**config.mk**
```make
export PLATFORM = sky130hd
export DESIGN_NAME = spi_reg_sequencer
export DESIGN_NICKNAME = d
export VERILOG_FILES = /design/src/rtl/bdc_pkg.sv /design/src/rtl/spi_pin_sync.sv /design/src/rtl/spi_reg_sequencer.sv
export SDC_FILE = /design/constraint.sdc
export NUM_CORES = 1
export LEC_CHECK = 0
export CAP_MARGIN = 20
export CORE_UTILIZATION = 49
export CTS_CLUSTER_DIAMETER = 80
export DETAILED_ROUTE_END_ITERATION = 8
export GPL_TIMING_DRIVEN = 0
export PLACE_DENSITY_LB_ADDON = 0.08
export SYNTH_ARGS = -nofsm -noshare
export SYNTH_HDL_FRONTEND = slang
export SYNTH_SLANG_ARGS = --single-unit
```
**constraint.sdc**
```tcl
create_clock -name clk -period 1.9 [get_ports clk]
set_input_delay 0.38 -clock clk [delete_from_list [all_inputs] [get_ports clk]]
set_output_delay 0.38 -clock clk [all_outputs]
set_load 0.05 [all_outputs]
```
**src/rtl/bdc_pkg.sv**
```systemverilog
// Shared definitions for the SPI-to-register-bus sequencer.
//   seq_state_e : sequencer FSM states
//   CMD_*       : bit positions inside the command byte {rw, addr[3:0], 3'b000}
//   REG_*       : register map of the motor controller register file
//   make_cmd    : builds a command byte from rw flag and address
package bdc_pkg;

  typedef enum logic [2:0] {
    IDLE   = 3'd0,
    CMD    = 3'd1,
    FETCH  = 3'd2,
    DATA   = 3'd3,
    COMMIT = 3'd4,
    DONE   = 3'd5
  } seq_state_e;

  localparam int CMD_RW_BIT   = 7;
  localparam int CMD_ADDR_MSB = 6;
  localparam int CMD_ADDR_LSB = 3;

  localparam logic [3:0] REG_PWM0 = 4'h0;
  localparam logic [3:0] REG_CFG  = 4'h2;
  localparam logic [3:0] REG_PWM1 = 4'h4;
  localparam logic [3:0] REG_PWM2 = 4'h8;
  localparam logic [3:0] REG_HWID = 4'hD;
  localparam logic [3:0] REG_WDIV = 4'hE;
  localparam logic [3:0] REG_WDOG = 4'hF;

  function automatic logic [7:0] make_cmd(input logic rw, input logic [3:0] addr);
    logic [7:0] c;
    c = '0;
    c[CMD_RW_BIT] = rw;
    c[CMD_ADDR_MSB:CMD_ADDR_LSB] = addr;
    return c;
  endfunction

endpackage

```
**src/rtl/spi_pin_sync.sv**
```systemverilog
// Input conditioning for the SPI pins.
// Each of sclk/ss/mosi passes through SYNC_STAGES flops into the clk domain;
// one extra flop on sclk and ss gives single-cycle edge pulses.
//   clk_i, reset_i          : system clock, async active-high reset
//   sclk_i, ss_i, mosi_i    : raw SPI pins
//   sclk_rise_o/sclk_fall_o : one-clk pulses on synced sclk edges
//   ss_rise_o/ss_fall_o     : one-clk pulses on synced ss edges
//   ss_o, mosi_o            : synced levels
module spi_pin_sync #(
  parameter int SYNC_STAGES = 2
) (
  input  logic clk_i,
  input  logic reset_i,
  input  logic sclk_i,
  input  logic ss_i,
  input  logic mosi_i,
  output logic sclk_rise_o,
  output logic sclk_fall_o,
  output logic ss_rise_o,
  output logic ss_fall_o,
  output logic ss_o,
  output logic mosi_o
);

  logic [SYNC_STAGES-1:0] sclk_q;
  logic [SYNC_STAGES-1:0] ss_q;
  logic [SYNC_STAGES-1:0] mosi_q;
  logic                   sclk_prev_q;
  logic                   ss_prev_q;

  // sclk and ss chains preset to 1: sclk idles high, and a slave select that
  // is already high at reset release must not look like a fresh ss rise.
  // The sequencer therefore only starts after ss is seen low, then high.
  always_ff @(posedge clk_i or posedge reset_i) begin
    if (reset_i) begin
      sclk_q      <= '1;
      ss_q        <= '1;
      mosi_q      <= '0;
      sclk_prev_q <= 1'b1;
      ss_prev_q   <= 1'b1;
    end else begin
      sclk_q      <= {sclk_q[SYNC_STAGES-2:0], sclk_i};
      ss_q        <= {ss_q[SYNC_STAGES-2:0], ss_i};
      mosi_q      <= {mosi_q[SYNC_STAGES-2:0], mosi_i};
      sclk_prev_q <= sclk_q[SYNC_STAGES-1];
      ss_prev_q   <= ss_q[SYNC_STAGES-1];
    end
  end

  assign sclk_rise_o = sclk_q[SYNC_STAGES-1] & ~sclk_prev_q;
  assign sclk_fall_o = ~sclk_q[SYNC_STAGES-1] & sclk_prev_q;
  assign ss_rise_o   = ss_q[SYNC_STAGES-1] & ~ss_prev_q;
  assign ss_fall_o   = ~ss_q[SYNC_STAGES-1] & ss_prev_q;
  assign ss_o        = ss_q[SYNC_STAGES-1];
  assign mosi_o      = mosi_q[SYNC_STAGES-1];

endmodule

```
**src/rtl/spi_reg_sequencer.sv**
```systemverilog
// Bridges the host SPI link (mode: sclk idle high, sample on rise, ss active
// high) onto the single-cycle register bus. Frames are {cmd, data}, MSB first.
//   clk, reset            : system clock, async active-high reset
//   sclk, ss, mosi        : SPI inputs (asynchronous to clk)
//   miso, spioe           : SPI read data and its pad output enable
//   reg_addr              : register address, held from cmd decode to frame end
//   reg_wdata, reg_we     : write data and one-clk write strobe
//   reg_re, reg_rdata     : one-clk read strobe, data RD_LATENCY clks later
//   frame_err             : one-clk pulse when a frame is cut short by ss
//
// state  | meaning
// IDLE   | waiting for synced ss rise
// CMD    | shifting command byte; address/rw latched on its last rise
// FETCH  | read strobe issued, waiting RD_LATENCY clks to load tx shifter
// DATA   | shifting data byte; tx shifter drives miso for reads
// COMMIT | issue write strobe (writes only)
// DONE   | frame complete; extra sclk ignored until ss drops
module spi_reg_sequencer
  import bdc_pkg::*;
#(
  parameter int SYNC_STAGES = 2,
  parameter int RD_LATENCY  = 1,
  parameter int ADDR_W      = 4,
  parameter int DATA_W      = 8
) (
  input  logic              clk,
  input  logic              reset,
  input  logic              sclk,
  input  logic              ss,
  input  logic              mosi,
  output logic              miso,
  output logic              spioe,
  output logic [ADDR_W-1:0] reg_addr,
  output logic [DATA_W-1:0] reg_wdata,
  output logic              reg_we,
  output logic              reg_re,
  input  logic [DATA_W-1:0] reg_rdata,
  output logic              frame_err
);

  localparam int              CNT_W       = $clog2(2*DATA_W + 1);
  localparam logic [CNT_W-1:0] CMD_LAST    = CNT_W'(DATA_W - 1);
  localparam logic [CNT_W-1:0] BYTE2_FIRST = CNT_W'(DATA_W + 1);
  localparam logic [CNT_W-1:0] DATA_LAST   = CNT_W'(2*DATA_W - 1);
  localparam logic [1:0]       LAT_INIT    = 2'(RD_LATENCY);

  logic sclk_rise, sclk_fall, ss_rise, ss_fall, ss_lvl, mosi_s;

  spi_pin_sync #(
    .SYNC_STAGES(SYNC_STAGES)
  ) u_pin_sync (
    .clk_i       (clk),
    .reset_i     (reset),
    .sclk_i      (sclk),
    .ss_i        (ss),
    .mosi_i      (mosi),
    .sclk_rise_o (sclk_rise),
    .sclk_fall_o (sclk_fall),
    .ss_rise_o   (ss_rise),
    .ss_fall_o   (ss_fall),
    .ss_o        (ss_lvl),
    .mosi_o      (mosi_s)
  );

  seq_state_e        state_q, state_d;
  logic [CNT_W-1:0]  cnt_q, cnt_d;
  logic [DATA_W-1:0] sh_q, sh_d;
  logic [DATA_W-1:0] tx_q, tx_d;
  logic [ADDR_W-1:0] addr_q, addr_d;
  logic [DATA_W-1:0] wdata_q, wdata_d;
  logic              rw_q, rw_d;
  logic [1:0]        lat_q, lat_d;
  logic              spioe_q, spioe_d;
  logic              we_q, we_d;
  logic              re_q, re_d;
  logic              err_q, err_d;
  logic              in_frame;

  always_ff @(posedge clk or posedge reset) begin
    if (reset) begin
      state_q <= IDLE;
      cnt_q   <= '0;
      sh_q    <= '0;
      tx_q    <= '0;
      addr_q  <= '0;
      wdata_q <= '0;
      rw_q    <= 1'b0;
      lat_q   <= '0;
      spioe_q <= 1'b0;
      we_q    <= 1'b0;
      re_q    <= 1'b0;
      err_q   <= 1'b0;
    end else begin
      state_q <= state_d;
      cnt_q   <= cnt_d;
      sh_q    <= sh_d;
      tx_q    <= tx_d;
      addr_q  <= addr_d;
      wdata_q <= wdata_d;
      rw_q    <= rw_d;
      lat_q   <= lat_d;
      spioe_q <= spioe_d;
      we_q    <= we_d;
      re_q    <= re_d;
      err_q   <= err_d;
    end
  end

  assign in_frame = (state_q == CMD) || (state_q == FETCH) || (state_q == DATA);

  always_comb begin
    state_d = state_q;
    cnt_d   = cnt_q;
    sh_d    = sh_q;
    tx_d    = tx_q;
    addr_d  = addr_q;
    wdata_d = wdata_q;
    rw_d    = rw_q;
    lat_d   = lat_q;
    spioe_d = spioe_q;
    we_d    = 1'b0;
    re_d    = 1'b0;
    err_d   = 1'b0;

    // One receive shifter serves both bytes; after the command byte it simply
    // keeps shifting, so it holds the data byte by the 16th rise.
    if (in_frame && sclk_rise) begin
      sh_d  = {sh_q[DATA_W-2:0], mosi_s};
      cnt_d = cnt_q + CNT_W'(1);
    end

    case (state_q)
      IDLE: begin
        spioe_d = 1'b0;
        cnt_d   = '0;
        if (ss_rise) begin
          state_d = CMD;
          sh_d    = '0;
        end
      end

      CMD: begin
        if (ss_fall) begin
          state_d = IDLE;
          spioe_d = 1'b0;
          err_d   = 1'b1;
        end else if (sclk_rise && (cnt_q == CMD_LAST)) begin
          addr_d = sh_d[CMD_ADDR_MSB -: ADDR_W];
          rw_d   = sh_d[CMD_RW_BIT];
          if (sh_d[CMD_RW_BIT]) begin
            state_d = FETCH;
            re_d    = 1'b1;
            lat_d   = LAT_INIT;
          end else begin
            state_d = DATA;
          end
        end
      end

      FETCH: begin
        // Down-counter reaches zero in the cycle reg_rdata is valid.
        if (ss_fall) begin
          state_d = IDLE;
          spioe_d = 1'b0;
          err_d   = 1'b1;
        end else if (lat_q == 2'd0) begin
          tx_d    = reg_rdata;
          spioe_d = 1'b1;
          state_d = DATA;
        end else begin
          lat_d = lat_q - 2'd1;
        end
      end

      DATA: begin
        // The 16th rise outranks a simultaneous ss fall.
        if (sclk_rise && (cnt_q == DATA_LAST)) begin
          state_d = COMMIT;
          spioe_d = 1'b0;
        end else if (ss_fall) begin
          state_d = IDLE;
          spioe_d = 1'b0;
          err_d   = 1'b1;
        end else if (sclk_fall && rw_q && (cnt_q >= BYTE2_FIRST)) begin
          // The fall between the two bytes must not consume the MSB.
          tx_d = {tx_q[DATA_W-2:0], 1'b0};
        end
      end

      COMMIT: begin
        if (!rw_q) begin
          we_d    = 1'b1;
          wdata_d = sh_q;
        end
        state_d = DONE;
      end

      DONE: begin
        // Level test: ss may already have dropped while committing.
        spioe_d = 1'b0;
        if (!ss_lvl) begin
          state_d = IDLE;
        end
      end

      default: begin
        state_d = IDLE;
        spioe_d = 1'b0;
      end
    endcase
  end

  assign miso      = spioe_q & tx_q[DATA_W-1];
  assign spioe     = spioe_q;
  assign reg_addr  = addr_q;
  assign reg_wdata = wdata_q;
  assign reg_we    = we_q;
  assign reg_re    = re_q;
  assign frame_err = err_q;

endmodule

```
# == Yosys cells after proc, flatten, opt, wreduce, memory -nomap -nowiden ==
# Cells that the tools add are included.
# classes
add_sub_neg,2
n_lt_le_gt_ge,1
eq_ne,21
n_mux,41
n_bitwise,12
reduce_logical,19
# op_table
op,n
8-bit 2-to-1 mux,8
3-bit 2-to-1 mux,8
3-bit case mux with 6 select lines,1
8-bit case mux with 2 select lines,1
"2-bit inequality test, second input constant",7
1-bit 2-to-1 mux,13
6-bit AND reduction,2
2-bit 2-to-1 mux,5
5-bit 2-to-1 mux,2
"3-bit by 2-bit inequality test with 1-bit output, second input constant",3
"2-bit by 1-bit inequality test with 1-bit output, second input constant",4
1-bit inverter,7
"3-bit by 2-bit equality test with 1-bit output, second input constant",2
"3-bit equality test, second input constant",2
2-bit nonzero test,3
"5-bit by 1-bit adder with 5-bit output, second input constant",1
1-bit AND,5
"5-bit by 3-bit equality test with 1-bit output, second input constant",1
"5-bit by 4-bit equality test with 1-bit output, second input constant",1
"5-bit by 4-bit greater-or-equal comparator with 1-bit output, second input constant",1
1-bit logical AND,5
5-bit AND reduction,1
1-bit case mux with 4 select lines,1
2-bit case mux with 2 select lines,1
other kinds (9),11
# word_totals
register_bits,51
input_bits,13
out_inout_bits,17
elab_cells,113

# == Longest topological paths before layout ==
# logic_depth
word_depth,9
ltp_mapped,7
depth_no_buf,7

# == By module ==
# From an unflattened synthesis, not the netlist that was laid out.
# hier_totals
cells_unflattened,196
area_unflattened_um2,2238.4
# by_module_without_submodules
mod,n_inst,cells_each,area_per_inst_um2,seq_area_each_um2
spi_reg_sequencer,1,183,1991.9,1076.0
spi_pin_sync,1,13,246.5,207.7

# == Least setup slack after synthesis ==
# No wires, ideal clock.
# synth_timing
kind,register to register
startpoint,register cnt_q[1]
endpoint,register tx_q[1]
arrival_time_ps,1755
path_slack_ps,20
path_stages_with_launch,8
path_buffers,0
cell_sequence,dfrtp_1 -> inv_1 -> ha_1 -> o41ai_1 -> a211oi_1 -> nor2_1 -> nor4b_4 -> mux2_2
# synth_between
elab_chain_cells,4
elab_cells_between_ends,7
# synth_lines
item,line,source
start: declaration,spi_reg_sequencer.sv:66,"logic [CNT_W-1:0] cnt_q, cnt_d;"
start signal: assignment,spi_reg_sequencer.sv:95,cnt_q <= cnt_d;
5-bit by 4-bit greater-or-equal comparator with 1-bit output or 5-bit by 4-bit equality test with 1-bit output (tied branches),"spi_reg_sequencer.sv:184, spi_reg_sequencer.sv:177",
"1-bit logical AND, on equally long branches","spi_reg_sequencer.sv:184, spi_reg_sequencer.sv:177",
2-bit by 1-bit inequality test with 1-bit output (no source line) or 2-bit inequality test (tied branches),--,
6-bit AND reduction (no source line) (*),--,
end signal: assignment,spi_reg_sequencer.sv:97,tx_q <= tx_d;
end: declaration,spi_reg_sequencer.sv:68,"logic [DATA_W-1:0] tx_q, tx_d;"
# Every way passes the cells marked *; elsewhere a longest branch is shown, timed or not.
# A chain may end at the register's enable or synchronous reset.

# == Final worst setup path ==
# layout_timing
startpoint,register cnt_q[0]
endpoint,register tx_q[2]
# The elaborated chain is that of the path after synthesis.

==> impl_results.md <==
* Commonest cells post-synth: dfrtp_1, mux2_2, nand2_1
* Final net count at between 200 and 300
* Row cnt at 24
* Count leader, synth: dfrtp_1
* Vias/cell at 5.74
* Pwr/cell area at between 1000 and 1500 nW/um^2
* Failing checks: setup timing
* Dpl ws at -0.283 ns
* Crit end category: register
* Detailed-route DRC error count at 0
* Syn_nets at approximately 210
* Cell family with the largest share of critical-path delay: compound AO/OA/AOI/OAI gates
* Hold Vio Cnt, Final at 0
* Slowest stage delay, CP at around 0.46 ns
* Global-route wire length before repair at around 7900 um
* Final worst-path cycle share at 102%
* Initial Util at between 50% and 60%
* EDFF count, synth at 0
* Pleak at 1.37 nW
* Warnings from Yosys at 0
* Worst skew pair latency at 0.30 ns
* Ys flop type: dfrtp_1
* RSZ-0062 raised after global routing: true
* Worst Reg-to-Reg Cells at 7
* Clk root buf: clkbuf_8
* Post-Synthesis Cell Area at around 2300 sq um
* Vias in the first global route at 1690
* CTS tree: done
* Max Used Layer: met4
* Detailed Route WL at approximately 4800 um
* Slew Viols, Final at 0
* Filler cells at approximately 310
* Crit path depth at 7
* CP cell instances: buf_4, o41ai_4, a211oi_2, nor2_2, nor4b_4, buf_6, mux2_4
* Post-synth cell types at 42
* Worst-path clk slew at approximately 0.090 ns
* FF-to-FF setup slack at -0.03 ns
* Buf/Inv on CP at 2
* Die width at 70.4 um
* Area Growth Syn to Fin at 35.7%
* Peak Freq at just over 500 MHz
* Largest net degree at the start of global routing at 38
* Post-DP HPWL at slightly above 3000 um
* Worst hold margin at around 0.35 ns
* Worst vdd ir at approximately 0.94 mV
* Layout cell share with drive strength beyond 1 at about a third
* Synth Area per Inst at around 12 sq um
* 1st-pass router iterations at 4
* Iter 0 DRT Violations at 65
* Synth top area share at approximately half
* Routed wl met3 at approximately 210 um
* Post-synth top area cell: dfrtp_1
* Max Buffers Root-to-Sink at 2
* Ant. Diodes at 0
* Total GRT Usage at roughly 21%
* Via Count at roughly 1700
* Final Skew at 0.00702 ns
* Ports at 30
* Fin crit period at 1.93 ns
* Reg2reg end: tx_q[2]
* Critical path required time at approximately 2.1 ns
* GR Overflow Total at 0
* Number of synthesized register bits at between 50 and 60
* Final core utilization at roughly 70%
* Critical R2R Launch: cnt_q[0]
* Core box area at 4410 sq um
* Hold_buf cts at 0
* Rel. slew slack at 56.7%
* Initial antenna violation count at 0
* Worst slew pin tran at around 0.65 ns
* Gp weighted congestion at 0.874
* Max FO, Critical Path at 8
* Max cap viols at 0
* Post-synth ARST share at 100%
* Most area-consuming cells after synthesis: dfrtp_1, mux2_2, dfstp_2
* CTS Buf Count at 5
* Die area at between 4000 and 5000 sq um
* Critical path type: reg2reg
* H-tree depth at 2
* Critical Path Source Type: register
* Worst Hold Class: in2async
* Syn Inst Count at roughly 200
* Arrival @ worst endpoint at 2.12 ns
* Seq/Total Area, Yosys at 56.0%
* Met1 wire length at between 2000 and 2500 um
* Die height at between 70 and 80 um
* Average wire per standard cell at approximately 16 um
* Finish-stage setup viols at 8
* WL met2 at between 2000 and 2500 um
* Clock sinks at 51
* Status: finished with violations
* Total Neg Setup Slack at -0.196 ns
* CP max stage cell: dfrtp_2
* Setup ws final at -0.0297 ns
* Routed Antenna Nets at 0
* Port bufs at 29
-- final cells by class --
class	count	area (sq um)	share of cell area, %
plain buffers	10	71.3	2.29
clock buffers	5	68.8	2.21
clock inverters	3	71.3	2.29
inverters	6	22.5	0.724
multi-input cells	130	1100	35.3
flip-flops and latches	51	1280	41.3
well taps	52	65.1	2.09
repair buffers	42	429	13.8
-- registers in the layout, indices dropped and copies added (netlist names) --
register	cells
u_pin_sync.ss_q	2
reg_wdata	8
reg_we	1
cnt_q	5
rw_q	1
lat_q	2
frame_err	1
reg_addr	4
u_pin_sync.sclk_q	2
tx_q	8
reg_re	1
state_q	3
u_pin_sync.mosi_q	2
u_pin_sync.ss_prev_q	1
u_pin_sync.sclk_prev_q	1
spioe	1
sh_q	8
-- per-stage QoR --
stage	power, mW	cell area (sq um)	std cells
after floorplan	2.23	2290	197
after detailed placement	2.48	2670	279
after global routing	4.01	3110	299
final	3.79	3110	299
after global placement	2.43	2650	278
after CTS	3.53	2910	290
-- what timing repair did --
action / CTS / global route
setup endpoints to repair: 27 / 26
hold endpoints to repair: 0 / 0
gates resized for setup: 22 / 27
buffers inserted: 3 / 9
pin swaps: 6 / 8
-- worst max path at each step --
stage	endpoint	start	slack (ns)
2_1_floorplan	tx_q[1]	cnt_q[1]	0.02
3_3_place_gp	cnt_q[0]	reset	-0.58
3_5_place_dp	tx_q[2]	cnt_q[1]	-0.28
4_1_cts	tx_q[2]	cnt_q[1]	-0.07
5_1_grt	tx_q[6]	cnt_q[1]	-0.12
6_report	tx_q[2]	cnt_q[0]	-0.03
-- logic make-up (layout without fill, tap and decap cells) --
group | count (synthesis) | after routing | share of synthesized area, %
simple gates | 67 | 67 | 16.7
flops | 51 | 51 | 56.0
xor+xnor | 1 | 1 | 0.382
mux | 27 | 27 | 12.9
buf+inv | 16 | 66 | 3.71
fa+ha+maj | 4 | 4 | 2.18
compound gates | 31 | 31 | 8.13
-- worst reg2reg max path, delay by kind of cell (launching register included) --
| family | cells | cell delay [ns] |
|---|---|---|
| muxes | 1 | 0.30 |
| buffers and inverters | 2 | 0.32 |
| and+or+nand+nor | 2 | 0.21 |
| DFF | 1 | 0.46 |
| AOI/OAI and AO/OA | 2 | 0.54 |
-- layer usage --
layer,vias to the layer above,global-route usage [%]
li1,788,-
met1,862,25.7
met2,55,34.1
met3,11,3.75
met4,0,10.0
met5,-,0
-- layout by cell type, fill, tap and decap left out, types with 2 or more instances in the layout --
master,n
nor2_2,2
clkbuf_8,5
dfstp_2,6
buf_12,3
mux2_2,14
o21ai_0,11
nor4b_4,2
clkbuf_2,2
dfrtp_1,44
nor3_1,2
nor2_1,11
nand3_1,6
bufinv_16,2
mux2i_1,5
dlygate4sd2_1,2
inv_2,2
clkbuf_1,2
buf_4,11
and3_4,2
nor3b_1,2
nand4_1,2
clkdlybuf4s50_1,26
inv_1,4
o21ai_1,3
nand3b_1,2
ha_4,2
buf_6,4
nand2_1,20
nor2b_1,2
or3_1,4
mux2_4,7
a21oi_1,5
-- report_power, final --
part	switching [mW]	total (mW)	internal [mW]
Clock	0.358	0.892	0.534
Combinational	0.694	1.40	0.710
Sequential	0.179	1.50	1.32
Total	1.23	3.79	2.56
(Power assumes the default switching activity.)
